--- src/rtl/video_capture_buf.sv ---
// Snapshot buffer for a burst of 12-bit video samples, drained as a 2*N byte message.
// Optional macro VCAP_TRIGGER_EN: capture waits for a rising edge of hd while armed.
module video_capture_buf #(
    parameter int DEPTH = 64,
    parameter int AW    = 6
) (
    input  logic        clk,
    input  logic        rst,
    input  logic [7:0]  in_data,
    input  logic        in_ena,
    input  logic [11:0] sample_data,
    input  logic        sample_valid,
    input  logic        hd,
    input  logic        rdreq,
    output logic [7:0]  out_data,
    output logic        have_msg,
    output logic [7:0]  len,
    output logic        busy
);

    localparam logic [1:0] ST_IDLE    = 2'd0;
    localparam logic [1:0] ST_ARMED   = 2'd1;
    localparam logic [1:0] ST_CAPTURE = 2'd2;
    localparam logic [1:0] ST_READY   = 2'd3;
    localparam logic [7:0] DEPTH_B    = 8'(DEPTH);
    localparam logic [AW-1:0] PTR_ONE = {{(AW-1){1'b0}}, 1'b1};

    // High byte of a sample first (zero-extended), then the low byte.
    function automatic logic [7:0] sample_byte(input logic [11:0] s, input logic lo);
        logic [7:0] b;
        if (lo == 1'b0) begin
            b = {4'b0000, s[11:8]};
        end else begin
            b = s[7:0];
        end
        return b;
    endfunction

    logic [1:0]    r_state;
    logic [7:0]    r_n;
    logic [AW-1:0] r_wptr;
    logic [AW-1:0] r_rptr;
    logic          r_bsel;
    logic          r_have_msg;
    logic [7:0]    r_len;
    logic [11:0]   r_mem [DEPTH];

    logic          w_abort;
    logic [7:0]    w_cmd_n;
    logic          w_wr;
    logic          w_last_wr;
    logic          w_pop;
    logic          w_last_pop;
    logic          w_arm_go;
    logic [11:0]   w_rd_sample;

    assign w_abort     = in_ena && (in_data == 8'h00);
    assign w_cmd_n     = (in_data > DEPTH_B) ? DEPTH_B : in_data;
    assign w_wr        = (r_state == ST_CAPTURE) && sample_valid;
    assign w_last_wr   = w_wr && (8'(r_wptr) == (r_n - 8'd1));
    assign w_pop       = r_have_msg && rdreq;
    assign w_last_pop  = w_pop && r_bsel && (8'(r_rptr) == (r_n - 8'd1));
    assign w_rd_sample = r_mem[r_rptr];

`ifdef VCAP_TRIGGER_EN
    logic r_hd_q;

    // Delayed copy of hd for rising-edge detection.
    always_ff @(posedge clk) begin
        if (rst) begin
            r_hd_q <= 1'b0;
        end else begin
            r_hd_q <= hd;
        end
    end

    assign w_arm_go = hd & ~r_hd_q;
`else
    logic w_unused_hd;
    assign w_unused_hd = hd;
    assign w_arm_go    = 1'b1;
`endif

    // Sample storage; contents need no reset.
    always_ff @(posedge clk) begin
        if (w_wr) begin
            r_mem[r_wptr] <= sample_data;
        end
    end

    // Control FSM, pointers and message registers; abort overrides everything.
    always_ff @(posedge clk) begin
        if (rst) begin
            r_state    <= ST_IDLE;
            r_n        <= 8'h00;
            r_wptr     <= '0;
            r_rptr     <= '0;
            r_bsel     <= 1'b0;
            r_have_msg <= 1'b0;
            r_len      <= 8'h00;
        end else if (w_abort) begin
            r_state    <= ST_IDLE;
            r_wptr     <= '0;
            r_rptr     <= '0;
            r_bsel     <= 1'b0;
            r_have_msg <= 1'b0;
            r_len      <= 8'h00;
        end else begin
            case (r_state)
                ST_IDLE: begin
                    if (in_ena) begin
                        r_n     <= w_cmd_n;
                        r_wptr  <= '0;
                        r_rptr  <= '0;
                        r_bsel  <= 1'b0;
                        r_state <= ST_ARMED;
                    end
                end
                ST_ARMED: begin
                    if (w_arm_go) begin
                        r_state <= ST_CAPTURE;
                    end
                end
                ST_CAPTURE: begin
                    if (w_wr) begin
                        r_wptr <= r_wptr + PTR_ONE;
                        if (w_last_wr) begin
                            r_state    <= ST_READY;
                            r_have_msg <= 1'b1;
                            r_len      <= {r_n[6:0], 1'b0};
                        end
                    end
                end
                ST_READY: begin
                    if (w_last_pop) begin
                        r_state    <= ST_IDLE;
                        r_have_msg <= 1'b0;
                        r_len      <= 8'h00;
                        r_bsel     <= 1'b0;
                        r_rptr     <= '0;
                    end else if (w_pop) begin
                        if (r_bsel) begin
                            r_bsel <= 1'b0;
                            r_rptr <= r_rptr + PTR_ONE;
                        end else begin
                            r_bsel <= 1'b1;
                        end
                    end
                end
                default: begin
                    r_state <= ST_IDLE;
                end
            endcase
        end
    end

    assign out_data = r_have_msg ? sample_byte(w_rd_sample, r_bsel) : 8'h00;
    assign have_msg = r_have_msg;
    assign len      = r_len;
    assign busy     = (r_state == ST_ARMED) || (r_state == ST_CAPTURE);

endmodule
--- config.mk ---
export PLATFORM = sky130hd
export DESIGN_NAME = video_capture_buf
export DESIGN_NICKNAME = d
export VERILOG_FILES = /design/src/rtl/video_capture_buf.sv
export SDC_FILE = /design/constraint.sdc
export NUM_CORES = 1
export LEC_CHECK = 0
export ABC_AREA = 1
export BUFFER_PORTS_ARGS = -buffer_cell sky130_fd_sc_hd__buf_4
export CORE_ASPECT_RATIO = 1.4
export CORE_MARGIN = 4
export CORE_UTILIZATION = 25
export DETAILED_ROUTE_END_ITERATION = 7
export HOLD_SLACK_MARGIN = 0.03
export PLACE_DENSITY = 0.39
export SYNTH_ARGS = -nofsm -noshare
export SYNTH_HDL_FRONTEND = slang
export SYNTH_SLANG_ARGS = --single-unit
--- constraint.sdc ---
create_clock -name clk -period 3.95 [get_ports clk]
set_clock_uncertainty 0.2 [all_clocks]
set_input_delay 0.79 -clock clk [delete_from_list [all_inputs] [get_ports clk]]
set_output_delay 0.79 -clock clk [all_outputs]
set_load 0.02 [all_outputs]
==> flow_summary.ini, run 1 <==
[timing]
setup_viol = 4
grt_setup_unrepaired = yes
worstMarginPinSlew_ns = 1.07
slew_violations = 0
worst_slack_ns = -0.0253
hold_ws_ns = 0.164
min_period_ns = 3.98
relSlewSlack_pct = 28.7
fin_crit_sh_pct = 101
setup_tns_ns = -0.0550
hold_viol = 0
max_freq_mhz = 252

[clock_network]
htree_levels = 3
cts_tree = done
clockBufferDepth = 3
clk_latency_ns = 0.66
path_clk_slew_ns = 0.07
cts_sinks = 805
cts_made_buffers = 79
cts-root-buf = clkbuf_16
postCtsHoldBufs = 0

[global_routing]
antenna_found_initial = 0
grt_max_degree = 65
track_usage_pct = 15.2
overflow = 0
grt_pass1_vias = 21027
grt_first_pass_wirelength_um = 151000

[floorplanning]
core_um2 = 129000
initial_core_util_pct = 25.1
dieArea_um2 = 136000
dieHeight_um = 434
die_w_um = 312
rows = 156
io_pins = 44

[outcome]
outcome = complete, but fails checks
violations = setup timing

[routing]
vias_per_cell = 4.77
drt_iter0_markers = 1714
firstDrtPassIters = 5
postRouteAntennaNets = 0
post-route-drc-count = 0
drt-total-wl_um = 111000
vias = 21649
wl_per_cell_um = 24.4

[layout]
nNetsFinal = 2775
fin_cells = 4538
drive_gt1_share_pct = 18.1
syn_to_final_growth_pct = 24.0

[logic_synthesis]
ys_seq_area_share_pct = 73.4
synth-seq-cells = 805
syn-cell-area_um2 = 32400
yosysTopAreaCellShare_pct = 71.1
netlist_instances = 2600
yosys.area.top_type = edfxtp_1
syn_avg_cell_area_um2 = 12.5
synth_nets = 2632
synth_warnings = 0
synth.distinct_cells = 32
synthTopCellsByArea = edfxtp_1, nor2_1, o21ai_0

[worst_setup_path]
worst_setup_path_end_kind = output pin
cpPeakStageDelay_ns = 0.41
cpMaxStageDelayCell = dfxtp_4
critPathRequiredTime_ns = 2.96
critPathLaunchType = flop
crit_type = flop to output pin
cp.arrival_ns = 2.99
rr_worst_depth = 5
crit_chain = buf_12 -> buf_16 -> clkbuf_16 -> o21ai_0 -> o221ai_2 -> nand3_1 -> nand3_1 -> nand3_2 -> nand2_1 -> nand2_1 -> nand2_2 -> buf_6
crit_fanout = 10
crit-reg2reg-launch = r_wptr[0]$_SDFFE_PP0P_
r2r_slack_ns = 0.95

[placed_design]
hpwl_um = 59300
pre_cts_ws_ns = 0.149
gp_congestion = 0.788
place_inst = 4336
port_buffers = 41

[min_path]
whs_path_depth = 2
hp-class = primary input to flop
min_from = rst

[pwr]
ir_drop_mv = 0.342
p_leak_uw = 0.0132
power.density_nw_per_um2 = 457

[run]
cap_viol_max_count = 0
-- power breakdown --
part	internal, µW	switching, µW
Sequential	9410	83.6
Clock	3890	3170
Combinational	622	1230
-- state kept, by name, indices dropped and copies added (netlist names), named ones only --
name,cells
r_mem,768
r_n,8
len,7
r_rptr,6
r_wptr,6
r_state,2
have_msg,1
r_bsel,1
-- placed cells by master (no fill, tap or decap), types with 22 or more instances in the layout --
master     synthesis  final
buf_16             0     22
o21ai_0          299    243
clkbuf_1          94     26
buf_4              8    140
o221ai_1         112     87
edfxtp_1         768    768
clkbuf_16          0    103
nor2_1           459    453
inv_1             42     41
o221ai_2           0     24
dfxtp_1           37     32
a21oi_1           76     53
nand3_1          221    151
a21oi_2            1     24
nand2_1          265    254
nand3_2            0     57
clkinv_1           6     23
o21ai_1           22     73
o211ai_1          32     32
-- metal layers --
metal	GRT usage [%]	wire (µm)	up-vias
met5	0	0	-
met4	5.62	3570	0
met3	2.19	5070	133
met2	26.9	56500	597
met1	18.8	45500	11000
li1	-	-	9919
-- kinds of logic after synthesis --
family,Yosys count,share of synthesized area [%]
simple gates,989,12.6
fa+ha+maj,6,0.231
xor+xnor,1,0.0270
other cells,1,0.0116
compound gates,575,10.7
flops,805,73.4
buf+inv,223,3.11
-- stage by stage --
stage | power, µW | util, % | instance area [µm²]
floorplan | 10500 | - | 32400
global placement | 11100 | 27.4 | 35400
detailed placement | 11100 | 27.4 | 35400
CTS | 18400 | 30.0 | 38700
global route | 19100 | 31.2 | 40200
finish | 18400 | 31.2 | 40200
-- area by class of cell --
class | instances | area, µm²
Clock buffer | 107 | 2120
Timing Repair Buffer | 231 | 3010
Sequential cell | 805 | 23800
Inverter | 50 | 233
Tap cell | 1738 | 2170
Fill cell | 12893 | 88800
Clock inverter | 30 | 196
Multi-Input combinational cell | 1572 | 8620
Antenna cell | 1 | 2.50
Timing Repair inverter | 4 | 65.1
-- synth_stat cells --
cell type and n:
inv_1 42, clkbuf_1 94, xor2_1 1, nand3_1 221
o22ai_1 1, o211ai_1 32, nor2_1 459, edfxtp_1 768
a21oi_2 1, or2_2 1, o31ai_1 24, o221ai_1 112
dfxtp_1 37, nor2_2 1, buf_8 1, nand4_1 18
a211oi_1 8, buf_4 8, nor4_1 8, nor3_1 14
o21ai_0 299, nand2_1 265, o21ai_1 22, conb_1 1
clkinv_1 6, buf_6 10, a21oi_1 76, nor3b_1 2
buf_2 45, buf_1 15, ha_1 6, inv_2 2
-- critical path: cells and delay by family (launching register included) --
kind            cells  cell delay, ns
simple gates        6            0.76
buf+inv             4            0.74
flops               1            0.41
compound gates      2            0.36
-- path summary, 6_finish.rpt --
kind,to
worst max-delay path,out_data[3]
worst min-delay path,r_n[2]$_SDFFE_PP0P_
worst max register to register,r_mem[31][3]$_DFFE_PP_
worst min register to register,len[6]$_SDFFE_PP0P_
-- what timing repair did --
item                                    4_1_cts  5_1_grt
buffers inserted                             11       16
resized for setup                           117      211
pin swaps                                    21      120
hold endpoints to repair                      0        0
gates cloned                                 13       27
endpoints found under the setup margin        8        8
(Power assumes the default switching activity.)
==> run 2, diff against run 1 <==
- MAX_ROUTING_LAYER: unset -> met4
==> run 2 against run 1 <==
Compared with the run above:
- non-clock buffer count fell by 6
- power shrank 0.19%
- fmax rose by 0.72%
- sequential share of layout area rose by 0.13 points
- sequential power hardly changed
- cell count down 0.18%
- combinational power is 2% lower
- flip-flop and latch count is the same
- the run now ends clean
- die area is the same
- highest routed layer unchanged
- worst hold slack got worse by 0.0023 ns
- final area shrank 0.21%
- critical endpoint is now out_data[2]
==> flow_summary.ini, run 2 (same netlist as run 1, synthesis figures left out) <==
[outcome]
outcome = finished, final reports clean

[layout]
regMostFlops = r_mem
fin_cells = 4530
ff_latch_area_um2 = 23800
final_common_cell = edfxtp_1
drive_gt1_share_pct = 18.3
num-fill-cells = 12887
diodes = 0
largest_reg_flops = 768
multi_input_area_um2 = 8690
layout_common_cells = edfxtp_1, nor2_1, o21ai_0
nNetsFinal = 2768
final_cell_area_um2 = 40200
syn_to_final_growth_pct = 23.7

[timing]
hold_viol = 0
hold_ws_ns = 0.162
slew_violations = 0
worstMarginPinSlew_ns = 1.05
min_period_ns = 3.95
grt_setup_unrepaired = yes
fin_crit_sh_pct = 99.9
setup_viol = 0
relSlewSlack_pct = 30.3
max_freq_mhz = 253
worst_slack_ns = 0.00314

[routing]
postRouteAntennaNets = 0
vias = 21741
drt_iter0_markers = 1855
wl_per_cell_um = 24.2
vias_per_cell = 4.80
drt-total-wl_um = 110000
post-route-drc-count = 0
firstDrtPassIters = 5

[clock_network]
cts_tree = done
clk_latency_ns = 0.66
clockBufferDepth = 3
cts_made_buffers = 79
path_clk_slew_ns = 0.06
htree_levels = 3
cts_sinks = 805
cts-root-buf = clkbuf_16

[global_routing]
track_usage_pct = 15.6
grt_pass1_vias = 21020
grt_max_degree = 65
overflow = 0
antenna_found_initial = 0
grt_first_pass_wirelength_um = 151000

[min_path]
min_to = r_n[2]$_SDFFE_PP0P_
min_from = rst
hp-class = primary input to flop
whs_path_depth = 2

[floorplanning]
dieArea_um2 = 136000
core_um2 = 129000
rows = 156
io_pins = 44
die_w_um = 312
initial_core_util_pct = 25.1
dieHeight_um = 434

[placed_design]
pre_cts_ws_ns = 0.149
place_area_um2 = 35400
place_inst = 4336
gp_congestion = 0.800
hpwl_um = 59300
port_buffers = 41

[worst_setup_path]
worst_setup_path_end_kind = output pin
r2r_slack_ns = 1.00
critPathRequiredTime_ns = 2.96
crit_type = flop to output pin
rr_endpoint = r_mem[31][3]$_DFFE_PP_
critPathLaunchType = flop
cp.arrival_ns = 2.96
crit_fanout = 6
crit-reg2reg-launch = r_wptr[0]$_SDFFE_PP0P_
rr_worst_depth = 5

[pwr]
power.density_nw_per_um2 = 457
ir_drop_mv = 0.342
p_leak_uw = 0.0131

[run]
cap_viol_max_count = 0
==> run 2: cell types whose count changed in the layout (fill, tap and decap cells not counted), sizes merged <==
cell | before | now
diode | 1 | 0
clkbuf | 129 | 126
inv | 51 | 50
buf | 206 | 203
==> run 2: power breakdown <==
group          total, µW  switching, µW  leakage [µW]  internal (µW)
Combinational       1820           1220       0.00482            602
Clock               7050           3170       0.00113           3890
Sequential          9490           82.1       0.00720           9410
Total              18400           4470        0.0131          13900
==> run 2: worst max path at each step <==
stage                       from                     end  slack [ns]  cells after the start
global placement            flop             out_data[5]        0.16                     10
finish                      flop             out_data[2]       0.003                     14
detailed placement          flop             out_data[5]        0.15                     10
floorplan           sample_valid  r_mem[48][0]$_DFFE_PP_        0.86                      4
CTS                         flop             out_data[6]       -0.09                     11
global route                flop             out_data[3]       -0.12                     13
==> run 2: routing by layer <==
layer | track usage [%] | part of all wire, % | wire [µm]
met5 | - | 0 | 0
met4 | 5.83 | 3.7 | 4010
met3 | 2.12 | 4.4 | 4850
met2 | 26.8 | 51 | 55500
met1 | 18.8 | 41 | 45500
==> run 2: cell type report <==
cell class | instances | area share [%]
timing repair inverter | 3 | 0.103
tap | 1738 | 5.42
sequential | 805 | 59.3
inverter | 50 | 0.580
clock buffer | 107 | 5.29
timing repair buffer | 225 | 7.17
multi-input combinational | 1572 | 21.6
clock inverter | 30 | 0.489
==> run 2: critical path, stage by stage (launching register included) <==
cell and delay, ns:
dfxtp_4 0.37, clkbuf_16 0.18, clkinv_16 0.09, buf_12 0.15, buf_12 0.15, buf_12 0.12, nor2_1 0.04, o221ai_2 0.34
nand3_2 0.20, nand3_2 0.11, nand3_2 0.10, nand2_1 0.09, nand2_1 0.06, nand2_2 0.13, buf_6 0.13
==> run 2: metrics by stage <==
stage	TNS, ns	utilization [%]	power (µW)
6_report	0	31.1	18400
5_1_grt	-0.592	31.1	19100
4_1_cts	-0.688	30.0	18400
3_5_place_dp	0	27.4	11100
3_3_place_gp	0	27.4	11100
2_1_floorplan	0	-	10500
==> run 2: what timing repair did <==
item | 4_1_cts | 5_1_grt
gates cloned | 13 | 23
endpoints found under the setup margin | 8 | 8
hold buffers | 0 | 0
pin swaps | 21 | 105
resized for setup | 117 | 207
buffers inserted | 11 | 11
==> run 3, diff against run 2 <==
- CAP_MARGIN: unset -> 10
- CELL_PAD_IN_SITES_DETAIL_PLACEMENT: unset -> 1
- CELL_PAD_IN_SITES_GLOBAL_PLACEMENT: unset -> 1
- PLACE_DENSITY: 0.39 -> 0.44
==> run 3 against run 2 <==
Compared with the run above:
- first-iteration DRC count is 27% lower
- power is 1.3% higher
- utilization hardly changed
- fmax is 0.57% higher
- non-clock buffer count is 12 higher
- sequential share of layout area is 0.088 points lower
- critical path type unchanged
==> flow_summary.ini, run 3 (same netlist as run 1, synthesis figures left out) <==
[timing]
hold_viol = 0
setup_tns_ns = 0
worstMarginPinSlew_ns = 1.07
min_period_ns = 3.92
fin_crit_sh_pct = 99.4
max_freq_mhz = 255
grt_setup_unrepaired = yes
worst_slack_ns = 0.0255
relSlewSlack_pct = 28.9
setup_viol = 0
hold_ws_ns = 0.179
slew_violations = 0

[worst_setup_path]
crit_chain = buf_6 -> buf_16 -> buf_12 -> clkinv_8 -> nor2_1 -> nor2_1 -> o31ai_2 -> nand3_2 -> nand3_2 -> nand2_1 -> nand2_1 -> nand2_2 -> buf_6
path_buf_inv = 5
rr_endpoint = r_mem[31][2]$_DFFE_PP_
critPathRequiredTime_ns = 2.96
crit-reg2reg-launch = r_wptr[0]$_SDFFE_PP0P_
cpPeakStageDelay_ns = 0.39
rr_worst_depth = 5
cpLargestDelayFamily = simple AND/OR/NAND/NOR gates
worst-path-stages = 13
crit_type = flop to output pin
crit_fanout = 17
r2r_slack_ns = 0.92
critPathLaunchType = flop
worst_setup_path_end_kind = output pin
cpMaxStageDelayCell = o31ai_2
endpoint = out_data[0]
cp.arrival_ns = 2.93

[layout]
final_common_cell = edfxtp_1
num-fill-cells = 13845
drive_gt1_share_pct = 17.9
final_util_pct = 31.2
nNetsFinal = 2784
regMostFlops = r_mem
largest_reg_flops = 768
syn_to_final_growth_pct = 23.9
layout_common_cells = edfxtp_1, nor2_1, o21ai_0

[clock_network]
cts_sinks = 805
cts_made_buffers = 81
cts-root-buf = clkbuf_16
path_clk_slew_ns = 0.07
clk_latency_ns = 0.67
cts_tree = done
htree_levels = 3
clockBufferDepth = 3

[placed_design]
gp_congestion = 0.792
hpwl_um = 64100
pre_cts_ws_ns = 0.206
port_buffers = 41

[routing]
postRouteAntennaNets = 0
wl_per_cell_um = 25.1
vias_per_cell = 4.82
drt-total-wl_um = 114000
firstDrtPassIters = 5
vias = 21922
drt_iter0_markers = 1345
post-route-drc-count = 0

[pwr]
seq_power_share_pct = 50.9
ir_drop_mv = 0.265
finalPower_uw = 18600
internal_power_uw = 14000
p_leak_uw = 0.0133
p_sw_uw = 4580
power.density_nw_per_um2 = 463
clkPwrFrac_pct = 39.4
comb_power_share_pct = 9.6
netSwitchingFraction_pct = 24.6

[global_routing]
overflow = 0
antenna_found_initial = 0
track_usage_pct = 17.0
grt_first_pass_wirelength_um = 163000
grt_max_degree = 79
grt_pass1_vias = 23071

[outcome]
outcome = finished, final reports clean

[floorplanning]
die_w_um = 312
io_pins = 44
rows = 156
dieHeight_um = 434
dieArea_um2 = 136000
core_um2 = 129000
initial_core_util_pct = 25.1

[min_path]
hp-class = primary input to flop

[run]
cap_viol_max_count = 0
-- run 3: changes by cell type in the layout (fill, tap and decap cells not counted), moves of 10 or more --
| cell | delta |
|---|---|
| o21ai_0 | +35 |
| o21ai_1 | -32 |
| clkbuf_16 | -12 |
| buf_12 | +11 |
| clkinv_2 | +11 |
| o221ai_1 | +11 |
| a21oi_1 | +10 |
| a21oi_2 | -10 |
| o221ai_2 | -10 |
-- run 3: cell type report --
| type | instances | area [µm²] | area share (%) |
|---|---|---|---|
| Clock buffer | 105 | 2200 | 5.47 |
| Timing Repair inverter | 5 | 65.1 | 0.162 |
| Clock inverter | 39 | 238 | 0.591 |
| Antenna cell | 1 | 2.50 | 0.00622 |
| Multi-Input combinational cell | 1572 | 8470 | 21.1 |
| Timing Repair Buffer | 237 | 3010 | 7.50 |
| Inverter | 50 | 235 | 0.585 |
| Tap cell | 1738 | 2170 | 5.41 |
| Sequential cell | 805 | 23800 | 59.2 |
-- run 3: how the worst min path moves through the flow --
stage                                   start                  end  slack [ns]  cells after the start
after floorplan           r_n[7]$_SDFFE_PP0P_  r_n[7]$_SDFFE_PP0P_        0.24                      2
after global placement    len[2]$_SDFFE_PP0P_  len[2]$_SDFFE_PP0P_        0.26                      2
after detailed placement  len[2]$_SDFFE_PP0P_  len[2]$_SDFFE_PP0P_        0.27                      2
after CTS                                 rst  r_n[6]$_SDFFE_PP0P_        0.12                      2
after global routing                      rst  r_n[1]$_SDFFE_PP0P_        0.15                      2
final                                     rst  r_n[5]$_SDFFE_PP0P_        0.18                      2
-- run 3: repair_timing --
item,4_1_cts,5_1_grt
setup buffers,33,6
gates cloned,23,5
pin swaps,63,53
hold buffers,0,0
setup endpoints to repair,8,8
gates resized for setup,203,46
-- run 3: per-layer routing --
| metal | up-vias | track usage, % | share of wire, % |
|---|---|---|---|
| met2 | 338 | 30.7 | 53 |
| li1 | 9938 | - | - |
| met5 | - | - | 0 |
| met4 | 0 | 5.92 | 3.3 |
| met1 | 11500 | 19.5 | 41 |
| met3 | 146 | 2.22 | 2.8 |
-- run 3: power by group through the flow --
stage,clock [µW],combinational [µW],sequential [µW]
finish,7340,1790,9480
global route,7920,1990,9490
CTS,7590,1800,9480
detailed placement,0,1510,9670
global placement,0,1470,9670
floorplan,0,914,9620
-- run 3: through the flow --
| stage | instances | cell area (µm²) |
|---|---|---|
| final | 4552 | 40200 |
| after global routing | 4551 | 40200 |
| after CTS | 4541 | 39800 |
| after detailed placement | 4342 | 35500 |
| after global placement | 4342 | 35500 |
| after floorplan | 2600 | 32400 |
